`src/rtl/serial_adder_pkg.sv`:
```
// serial_adder_pkg: shared definitions for the digit-serial adder.
//   state_t     - controller state encoding (IDLE, RUN, DONE)
//   calc_steps  - number of digit steps per operation (WIDTH / DIGIT)
//   calc_cnt_w  - digit counter width, at least one bit
package serial_adder_pkg;

    typedef enum logic [1:0] {
        ST_IDLE = 2'd0,
        ST_RUN  = 2'd1,
        ST_DONE = 2'd2
    } state_t;

    function automatic int calc_steps(input int width, input int digit);
        return width / digit;
    endfunction

    function automatic int calc_cnt_w(input int steps);
        return (steps > 1) ? $clog2(steps) : 1;
    endfunction

endpackage

```
`src/rtl/serial_adder_digit.sv`:
```
// serial_adder_digit: combinational DIGIT-bit ripple of one-bit full adders.
// Ports:
//   a, b       - operand digits
//   carry_in   - carry into bit 0 of the digit
//   sum        - sum digit
//   carry_out  - carry out of the top bit of the digit
//   carry_msb  - carry into the top bit of the digit (for signed overflow)
module serial_adder_digit #(
    parameter int DIGIT = 1
) (
    input  logic [DIGIT-1:0] a,
    input  logic [DIGIT-1:0] b,
    input  logic             carry_in,
    output logic [DIGIT-1:0] sum,
    output logic             carry_out,
    output logic             carry_msb
);
    logic [DIGIT:0] c;

    always_comb begin
        c    = '0;
        sum  = '0;
        c[0] = carry_in;
        for (int i = 0; i < DIGIT; i++) begin
            sum[i]   = a[i] ^ b[i] ^ c[i];
            c[i + 1] = (a[i] & b[i]) | (c[i] & (a[i] ^ b[i]));
        end
    end

    assign carry_out = c[DIGIT];
    assign carry_msb = c[DIGIT - 1];

endmodule

```
`src/rtl/serial_adder.sv`:
```
// serial_adder: multi-cycle adder, WIDTH-bit operands added DIGIT bits per
// clock with a registered carry, valid/ready handshakes on both sides.
// Ports:
//   clk, reset            - clock (rising edge), synchronous active-high reset
//   in_valid / in_ready   - operand handshake; in_ready only while idle
//   a, b, carryin         - operands and carry into bit 0
//   sub                   - (SERIAL_ADDER_SUB_EN only) compute a + ~b + carryin
//   out_valid / out_ready - result handshake; result held until accepted
//   sum, carryout         - result bits and carry out of bit WIDTH-1
//   overflow              - signed overflow of the addition
// Build option: define SERIAL_ADDER_SUB_EN to add the sub input.
//
// state | meaning
// IDLE  | waiting for an operand, in_ready high
// RUN   | adding one digit per clock, low digit first
// DONE  | result held on sum/carryout/overflow, out_valid high
module serial_adder
    import serial_adder_pkg::*;
#(
    parameter int WIDTH = 32,
    parameter int DIGIT = 1
) (
    input  logic             clk,
    input  logic             reset,
    input  logic             in_valid,
    output logic             in_ready,
    input  logic [WIDTH-1:0] a,
    input  logic [WIDTH-1:0] b,
    input  logic             carryin,
`ifdef SERIAL_ADDER_SUB_EN
    input  logic             sub,
`endif
    output logic             out_valid,
    input  logic             out_ready,
    output logic [WIDTH-1:0] sum,
    output logic             carryout,
    output logic             overflow
);
    localparam int K  = calc_steps(WIDTH, DIGIT);
    localparam int CW = calc_cnt_w(K);
    localparam logic [CW-1:0] CNT_LAST = CW'(K - 1);

    if (WIDTH % DIGIT != 0) begin : g_bad_digit
        $error("serial_adder: DIGIT must divide WIDTH exactly");
    end

    state_t           state;
    logic [WIDTH-1:0] a_sh;
    logic [WIDTH-1:0] b_sh;
    logic [WIDTH-1:0] acc;
    logic [WIDTH-1:0] acc_next;
    logic             carry;
    logic [CW-1:0]    cnt;
    logic             sub_q;
    logic             sub_in;
    logic [DIGIT-1:0] b_dig;
    logic [DIGIT-1:0] d_sum;
    logic             d_cout;
    logic             d_cmsb;

`ifdef SERIAL_ADDER_SUB_EN
    assign sub_in = sub;
`else
    assign sub_in = 1'b0;
`endif

    // Subtraction inverts B digit by digit; carryin supplies the +1.
    assign b_dig = b_sh[DIGIT-1:0] ^ {DIGIT{sub_q}};

    serial_adder_digit #(
        .DIGIT(DIGIT)
    ) u_digit (
        .a        (a_sh[DIGIT-1:0]),
        .b        (b_dig),
        .carry_in (carry),
        .sum      (d_sum),
        .carry_out(d_cout),
        .carry_msb(d_cmsb)
    );

    // Sum digits enter at the MSB end so the first digit lands at bit 0
    // after K shifts.
    if (DIGIT == WIDTH) begin : g_one_step
        logic unused_acc;
        assign acc_next   = d_sum;
        assign unused_acc = ^acc;
    end else begin : g_multi_step
        logic unused_acc_lsb;
        assign acc_next       = {d_sum, acc[WIDTH-1:DIGIT]};
        assign unused_acc_lsb = ^acc[DIGIT-1:0];
    end

    assign in_ready = (state == ST_IDLE) && !reset;

    always_ff @(posedge clk) begin
        if (reset) begin
            state     <= ST_IDLE;
            a_sh      <= '0;
            b_sh      <= '0;
            acc       <= '0;
            carry     <= 1'b0;
            cnt       <= '0;
            sub_q     <= 1'b0;
            out_valid <= 1'b0;
            sum       <= '0;
            carryout  <= 1'b0;
            overflow  <= 1'b0;
        end else begin
            case (state)
                ST_IDLE: begin
                    if (in_valid) begin
                        a_sh  <= a;
                        b_sh  <= b;
                        carry <= carryin;
                        sub_q <= sub_in;
                        cnt   <= '0;
                        state <= ST_RUN;
                    end
                end
                ST_RUN: begin
                    a_sh  <= a_sh >> DIGIT;
                    b_sh  <= b_sh >> DIGIT;
                    acc   <= acc_next;
                    carry <= d_cout;
                    cnt   <= cnt + 1'b1;
                    if (cnt == CNT_LAST) begin
                        sum       <= acc_next;
                        carryout  <= d_cout;
                        overflow  <= d_cout ^ d_cmsb;
                        out_valid <= 1'b1;
                        state     <= ST_DONE;
                    end
                end
                ST_DONE: begin
                    if (out_ready) begin
                        out_valid <= 1'b0;
                        state     <= ST_IDLE;
                    end
                end
                default: begin
                    state <= ST_IDLE;
                end
            endcase
        end
    end

endmodule

```
`config.mk`:
```
export PLATFORM = sky130hd
export DESIGN_NAME = serial_adder
export DESIGN_NICKNAME = d
export VERILOG_FILES = /design/src/rtl/serial_adder_pkg.sv /design/src/rtl/serial_adder_digit.sv /design/src/rtl/serial_adder.sv
export SDC_FILE = /design/constraint.sdc
export NUM_CORES = 1
export LEC_CHECK = 0
export ABC_AREA = 1
export ABC_CLOCK_PERIOD_IN_PS = 2400
export CAP_MARGIN = 20
export CORE_MARGIN = 2
export CORE_UTILIZATION = 50
export CTS_CLUSTER_DIAMETER = 80
export DETAILED_ROUTE_END_ITERATION = 7
export PLACE_DENSITY = 0.77
export SYNTH_ARGS = -nofsm -noshare
export SYNTH_HDL_FRONTEND = slang
export SYNTH_SLANG_ARGS = --single-unit
```
`constraint.sdc`:
```
create_clock -name clk -period 2.4 [get_ports clk]
set_clock_uncertainty 0.05 [all_clocks]
set_input_delay 0.6 -clock clk [delete_from_list [all_inputs] [get_ports clk]]
set_output_delay 0.6 -clock clk [all_outputs]
set_load 0.02 [all_outputs]
```
---- Yosys cells after proc, flatten, opt, wreduce, memory -nomap -nowiden ----
Index checks and enable logic that the tools add are counted.
W data, S select, Z words.
word-level totals
  ROM bits ................................ 0
  memories kept ........................... 0
  bits of input ports ..................... 69
  flip-flop bits (word level) ............. 139
  bits in latches ......................... 0
  memory bits (writable) .................. 0
operators by class
  div/mod/pow operators ................... 0
  order comparisons ....................... 0
  bitwise gates (word level) .............. 6
  equality and inequality tests ........... 6
  multiplexer cells ....................... 15
  $mul .................................... 0
  reduce and logical (&&, ||, !) cells .... 9
  add/subtract/negate cells ............... 1
  shift-type cells ........................ 0
operator list
  cell                   count
  $pmux W32 S2           2
  $mux W32               2
  $pmux W5 S2            1
  $mux W2                3
  $ne A2 B2 Y1 const B   3
  $pmux W2 S3            1
  $reduce_and A3 Y1      2
  $add A5 B1 Y5 const B  1
  $eq A5 B5 Y1 const B   1
  $mux W5                1
  $pmux W1 S2            2
  $reduce_and A2 Y1      2
  $reduce_bool A2 Y1     2
  $mux W1                3
  $xor A1 B1 Y1          3
  $and A1 B1 Y1          2
  $eq A2 B1 Y1 const B   1
  $eq A2 B2 Y1 const B   1
  $logic_not A2 Y1       1
  $logic_and A1 B1 Y1    1
  $logic_not A1 Y1       1
  $or A1 B1 Y1           1

---- Depth between registers and ports, before layout ----
Gate-level depths: netlist (run 1).
  depth in word-level cells ............... 4
  mapped depth ............................ 9
  mapped depth without buffers ............ 8

---- By module ----
From an unflattened synthesis (run 1), not the netlist that was laid out.
second synthesis, totals
  cells, all modules ...................... 853
  area, all modules ....................... 5,814.3 µm²
modules (own cells, without submodules)
  module              cells each  area each (µm²)  instances  sequential area each (µm²)
  serial_adder        851         5,786.8          1          2,762.6
  serial_adder_digit  2           27.5             1          0.0

---- Least setup slack after synthesis (run 1) ----
No wires, ideal clock.
  kind .................................... in2out
  start ................................... input port reset
  end ..................................... output port in_ready
  data arrival time ....................... 1.204 ns
  buffers on the path ..................... 1
  setup slack ............................. 0.546 ns
  required time ........................... 1.750 ns
  cell stages on the path ................. 2
  path through ............................ clkbuf_1 -> nor3_1
on the way
  word-level cells in the longest chain between the ends .. 2
RTL lines
  element              line                RTL
  start, declared      serial_adder.sv:24  input logic reset,
  $logic_not A1 Y1     serial_adder.sv:93  assign in_ready = (state == ST_IDLE) && !reset;
  $logic_and A1 B1 Y1  serial_adder.sv:93
  end, declared        serial_adder.sv:26  output logic in_ready,
No other way between the ends.

---- Worst setup path in the final report (run 1) ----
  start ................................... register state[1]
  end ..................................... output port in_ready
on the way
  word-level cells in the longest chain between the ends .. 2
RTL lines
  element                 line                 RTL
  start, declared         serial_adder.sv:47   state_t state;
  start signal, assigned  serial_adder.sv:97   state <= ST_IDLE;
  start signal, assigned  serial_adder.sv:117  state <= ST_RUN;
  start signal, assigned  serial_adder.sv:131  state <= ST_DONE;
  $logic_not A2 Y1        serial_adder.sv:93
  $logic_and A1 B1 Y1     serial_adder.sv:93
No other way between the ends.

==> results of run 1 <==
==> cells in the mapped netlist (all sizes together) <==
master	number
nor2	223
nand2	151
dfxtp	138
nand3	130
inv	71
o21ai	65
buf	30
clkbuf	29
a21oi	12
ha	2
nor3	2
fa	1
nand3b	1
xor2	1
==> cell usage in the layout (no fill, tap or decap), types with 2 or more instances in the layout <==
| master | count |
|---|---|
| inv_6 | 6 |
| inv_1 | 68 |
| buf_12 | 2 |
| nor2_1 | 220 |
| nand2_2 | 3 |
| clkdlybuf4s50_1 | 101 |
| clkinvlp_4 | 4 |
| o21ai_0 | 62 |
| clkbuf_16 | 17 |
| a21oi_1 | 12 |
| ha_1 | 2 |
| buf_4 | 12 |
| dfxtp_1 | 138 |
| nand3_1 | 130 |
| nor3_1 | 2 |
| nor2_4 | 2 |
| nand2_1 | 148 |
| inv_2 | 3 |
| o21ai_1 | 3 |
| buf_2 | 2 |
==> worst reg2reg max path, cell delays in order, from the launching register on <==
cell and delay (ns):
dfxtp_1 0.51, inv_2 0.09, nand2_2 0.19, buf_4 0.37
nor2_2 0.05, buf_4 0.24, o21ai_0 0.22, nor2_1 0.06
==> sequential cells by signal, indices dropped and copies added, names as in the netlist <==
| register | cells |
|---|---|
| carry | 1 |
| overflow | 1 |
| b_sh | 32 |
| acc | 31 |
| out_valid | 1 |
| state | 2 |
| carryout | 1 |
| sum | 32 |
| a_sh | 32 |
| cnt | 5 |
==> final timing paths <==
kind             from        to  slack [ns]  depth (start not counted)
max          state[1]  in_ready        0.29                          2
min          b_sh[31]  b_sh[31]        0.41                          2
max reg2reg  state[1]    sum[1]        0.51                          7
min reg2reg  b_sh[31]  b_sh[31]        0.41                          2
==> power groups by stage <==
stage                     combinational, uW  clock (uW)  sequential [uW]
after floorplan                         391           0             2520
after global placement                  583           0             2530
final                                   591        2510             2480
after CTS                               596        2550             2480
after global routing                    671        2660             2500
after detailed placement                591           0             2530
==> logic make-up after synthesis <==
| family | synth area share |
|---|---|
| AO/OA/AOI/OAI | 0.0664 |
| AND/OR/NAND/NOR | 0.358 |
| flip-flops | 0.476 |
| XOR/XNOR | 0.00151 |
| buffers and inverters | 0.0903 |
| adder cells (fa/ha/maj) | 0.00776 |
==> stage by stage <==
stage               cell area (um^2)  utilization  std cells
floorplan                       5810            -        856
global placement                6910        0.607       1058
finish                          7480        0.658       1090
CTS                             7480        0.658       1090
detailed placement              6910        0.607       1058
global route                    7480        0.658       1090
==> cell type report <==
cell class | instances | area [um^2]
fill | 1018 | 3890
inverter | 71 | 267
sequential | 138 | 2760
tap | 143 | 179
clock buffer | 19 | 443
multi-input combinational | 588 | 2540
timing repair buffer | 118 | 1160
clock inverter | 13 | 133
==> layer usage <==
| metal | global-route usage | vias to the layer above | routed length [um] |
|---|---|---|---|
| met5 | 0 | - | 0 |
| met4 | 0.0626 | 0 | 144 |
| met3 | 0.0430 | 11 | 611 |
| met2 | 0.343 | 121 | 6160 |
| met1 | 0.287 | 2392 | 6200 |
| li1 | - | 2830 | - |
==> results.txt, run 1 <==
Distinct cells, synth - 20
Post-CTS Hold Buffers - 0
initial antenna violation count - 0
die area - 0.0125 mm^2
Clock Tree Root - clkbuf_16
Worst Hold Class - flip-flop to flip-flop
VDD IR max - 0.612 mV
clk_lat worst skew - 0.40 ns
status - completed
Net Switching - 1440 uW
Setup crit end kind - output pin
static leakage - 0.00341 uW
CP max FO - 6
Ys Warns - 0
cells resized by post-CTS repair - 1
number of max-cap violations - 0
crit-path cells - nor3_1, dlygate4sd2_1
synth top area cells - dfxtp_1 (48%), nor2_1 (14%), nand3_1 (11%)
mean post-synth cell area - 6.78 um^2
IO Count - 105
layout net count - 1006
DR WL/cell - 12.0 um
FMAX - 0.473 GHz
CTS sink cnt - 138
Synth Instances - 856
Post-CTS Setup Inserts - 0
gr usage total - 0.212
Comb power frac - 0.106
Critical Path RT - 1.75 ns
sequential share of power - 0.444
first-pass GRT wire length - 22.0 mm
CP startpoint kind - flip-flop
DP Worst Slack - 0.123 ns
Worst path slowest cell - dfxtp_1
share of the synthesized area in the top cell type - 0.476
Final ANT Viol Nets - 0
Vias/cell - 4.91
DR iter-0 viols - 453
Longest Clk Path Bufs - 2
Min Clock Period, post-route - 2.11 ns
DR pass1 iterations - 5
DRC Markers - 0
sw frac - 0.257
Synth area leader - dfxtp_1
hold slack - 0.411 ns
#FFs+latches synth - 138
Ant. Diodes - 0
synthesized cell area - 0.00581 mm^2
RSZ-0062 raised after global routing - false
Slew Limit Fails - 0
fin crit share - 0.881
Worst Setup Slack, final - 0.285 ns
critical path class - flip-flop to output pin
syn nets - 928
Cell Int Power - 4150 uW
Starting Density - 0.511
DR vias - 5354
vias in the first global route - 4738
H-tree depth - 4
DP Wirelength - 8.00 mm
post-synthesis sequential area ratio - 0.476
PD cells - 747 mW/mm^2
total power - 5590 uW
row count - 39
cell family with most CP delay - flip-flops
worst path arrival time - 1.46 ns
share of post-route cells with drive strength above 1 - 0.0591
Total Wirelength - 13.1 mm
Port Buffers - 104
Core ar. - 0.0114 mm^2
clock power share - 0.450
Setup-failing EPs final - 0
Congestion Overflow GR - 0
Clock Pin Slew Worst Setup and Hold Paths - 0.06 ns
GPL Wtd Cong - 0.742
Setup TNS - 0 ns
Least-Margin Pin Slew - 0.614 ns
crit-path max cell delay - 0.40 ns
die height - 112 um
Synth-to-Final Area Change - 28.8%
CTS tree - yes
Die X-Extent - 112 um
total CTS buffers - 17
Buf/Inv on CP - 1
largest net degree at the start of global routing - 74
Slew headroom - 0.590
Final Hold Fails - 0
(Power assumes the default switching activity.)
==> inputs of run 2 (changes only) <==
ABC_CLOCK_PERIOD_IN_PS = 2650   (was 2400)
CTS_CLUSTER_SIZE = 16   (was unset)
clock period = 2.65 ns   (was 2.4 ns; I/O delays follow)
==> results.txt, run 2 (same netlist as run 1, synthesis figures left out) <==
most frequent cells in the layout - nor2_1 (220), nand2_1 (148), dfxtp_1 (138)
Largest regs - a_sh (32), b_sh (32), sum (32)
DR vias - 5332 (-0.41%)
static leakage - 0.00339 uW (-0.44%)
Die X-Extent - 112 um (unchanged)
Clock Pin Slew Worst Setup and Hold Paths - 0.06 ns (about the same)
Slew Limit Fails - 0 (unchanged)
Finished Core Util - 0.655 (-0.00308)
DR pass1 iterations - 4 (-1)
GR Util met1 - 0.267 (-0.0203)
total CTS buffers - 17 (unchanged)
layout net count - 1004 (-0.20%)
hold_sp - sum[27]
DR WL/cell - 12.0 um (about the same)
DP Wirelength - 7.85 mm (-1.8%)
reg2reg setup slack - 0.66 ns (+0.15 ns)
number of max-cap violations - 0 (unchanged)
first-pass GRT wire length - 21.7 mm (-1.6%)
DRC Markers - 0 (unchanged)
Ant. Diodes - 0 (unchanged)
Starting Density - 0.511 (unchanged)
Slew headroom - 0.487 (-0.103)
Post-CTS Hold Buffers - 0 (unchanged)
die area - 0.0125 mm^2 (unchanged)
cells resized by post-CTS repair - 0 (-1)
critical path class - flip-flop to output pin
FF-to-FF path depth - 7 (unchanged)
Final Hold Fails - 0 (unchanged)
met2 usage - 0.352 (+0.00929)
Congestion Overflow GR - 0 (unchanged)
VDD IR max - 0.615 mV (+0.49%)
Setup-failing EPs final - 0 (unchanged)
Total Wirelength - 13.1 mm (-0.27%)
gr usage total - 0.209 (-0.00318)
Setup TNS - 0 ns (unchanged)
Worst Hold Class - flip-flop to flip-flop
die height - 112 um (unchanged)
CP max FO - 6 (unchanged)
FMAX - 0.404 GHz
Port Buffers - 104 (unchanged)
IO Count - 105 (unchanged)
Synth-to-Final Area Change - 28.2%
GPL Wtd Cong - 0.763 (+2.9%)
status - completed
DR iter-0 viols - 315 (-30%)
Critical Path RT - 1.94 ns (+0.19 ns)
initial antenna violation count - 1 (+1)
reg2reg end - a_sh[22]
Least-Margin Pin Slew - 0.769 ns (+0.154 ns)
row count - 39 (unchanged)
# fillers - 1045 (+2.7%)
vias in the first global route - 4804 (+1.4%)
CTS sink cnt - 138 (unchanged)
worst path arrival time - 1.76 ns (+0.30 ns)
Vias/cell - 4.90 (-0.23%)
Final ANT Viol Nets - 0 (unchanged)
Top Usage Layer GRT - met2
commonest non-fill, non-tap cell in the layout - nor2_1
PD cells - 668 mW/mm^2 (-11%)
share of post-route cells with drive strength above 1 - 0.0582 (-0.000933)
CP startpoint kind - flip-flop
Min Clock Period, post-route - 2.47 ns
H-tree depth - 4 (unchanged)
Post-CTS Setup Inserts - 0 (unchanged)
RSZ-0062 raised after global routing - false
r2r startpoint - state[1]
Hold Path Stages - 2 (unchanged)
Longest Clk Path Bufs - 2 (unchanged)
Clock Tree Root - clkbuf_16
CTS tree - yes
largest net degree at the start of global routing - 76 (+2.7%)
GRT met3 Usage - 0.0479 (+0.00490)
hold endpoint - sum[27]
Core ar. - 0.0114 mm^2 (unchanged)
clk_lat worst skew - 0.41 ns (about the same)
Setup crit end kind - output pin
fin crit share - 0.933
[run 2: cell count changes in the layout (fill, tap and decap cells not counted), sizes merged]
cell,before,now
clkinv,1,4
buf,16,14
clkbuf,19,17
bufinv,1,0
clkdlybuf4s50,101,102
clkinvlp,4,3
dlygate4sd2,1,0
inv,78,79
[run 2: area by class of cell]
type / count / area, um^2 / area share
multi-input cells: 588 / 2540 / 0.341
inverters: 71 / 267 / 0.0358
clock buffers: 17 / 425 / 0.0571
well taps: 143 / 179 / 0.0240
clock inverters: 15 / 129 / 0.0173
repair buffers: 116 / 1150 / 0.154
flip-flops and latches: 138 / 2760 / 0.371
[run 2: critical path: stages, from the launching register on]
cell	delay, ns
dfxtp_1	0.40
nor3_1	0.29
clkdlybuf4s50_1	0.66
[run 2: worst max path at each step]
stage,start,end,slack [ns],cells after the start
finish,state[1],in_ready,0.18,2
CTS,state[1],in_ready,0.17,2
detailed placement,reset,in_ready,0.28,3
floorplan,reset,in_ready,0.67,2
global route,state[1],in_ready,0.05,2
global placement,reset,in_ready,0.23,3
[run 2: per-layer routing]
layer,wire length (um),vias up
met5,13,-
met4,153,2
met3,613,17
met2,6120,111
met1,6170,2363
li1,-,2839
[run 2: power by group]
group / switching (uW) / internal, uW
registers: 63.2 / 2180
logic: 304 / 228
clock network: 961 / 1230
total: 1330 / 3640
[run 2: per-stage QoR]
step | setup WS [ns] | instances | hold WS [ns] | power, uW | area, um^2
after global routing | 0.0465 | 1088 | 0.433 | 5190 | 7440
after global placement | 0.230 | 1056 | 0.398 | 2810 | 6890
after CTS | 0.166 | 1088 | 0.413 | 5000 | 7440
final | 0.176 | 1088 | 0.414 | 4970 | 7440
after detailed placement | 0.278 | 1056 | 0.405 | 2820 | 6890
after floorplan | 0.671 | 856 | 0.390 | 2630 | 5810
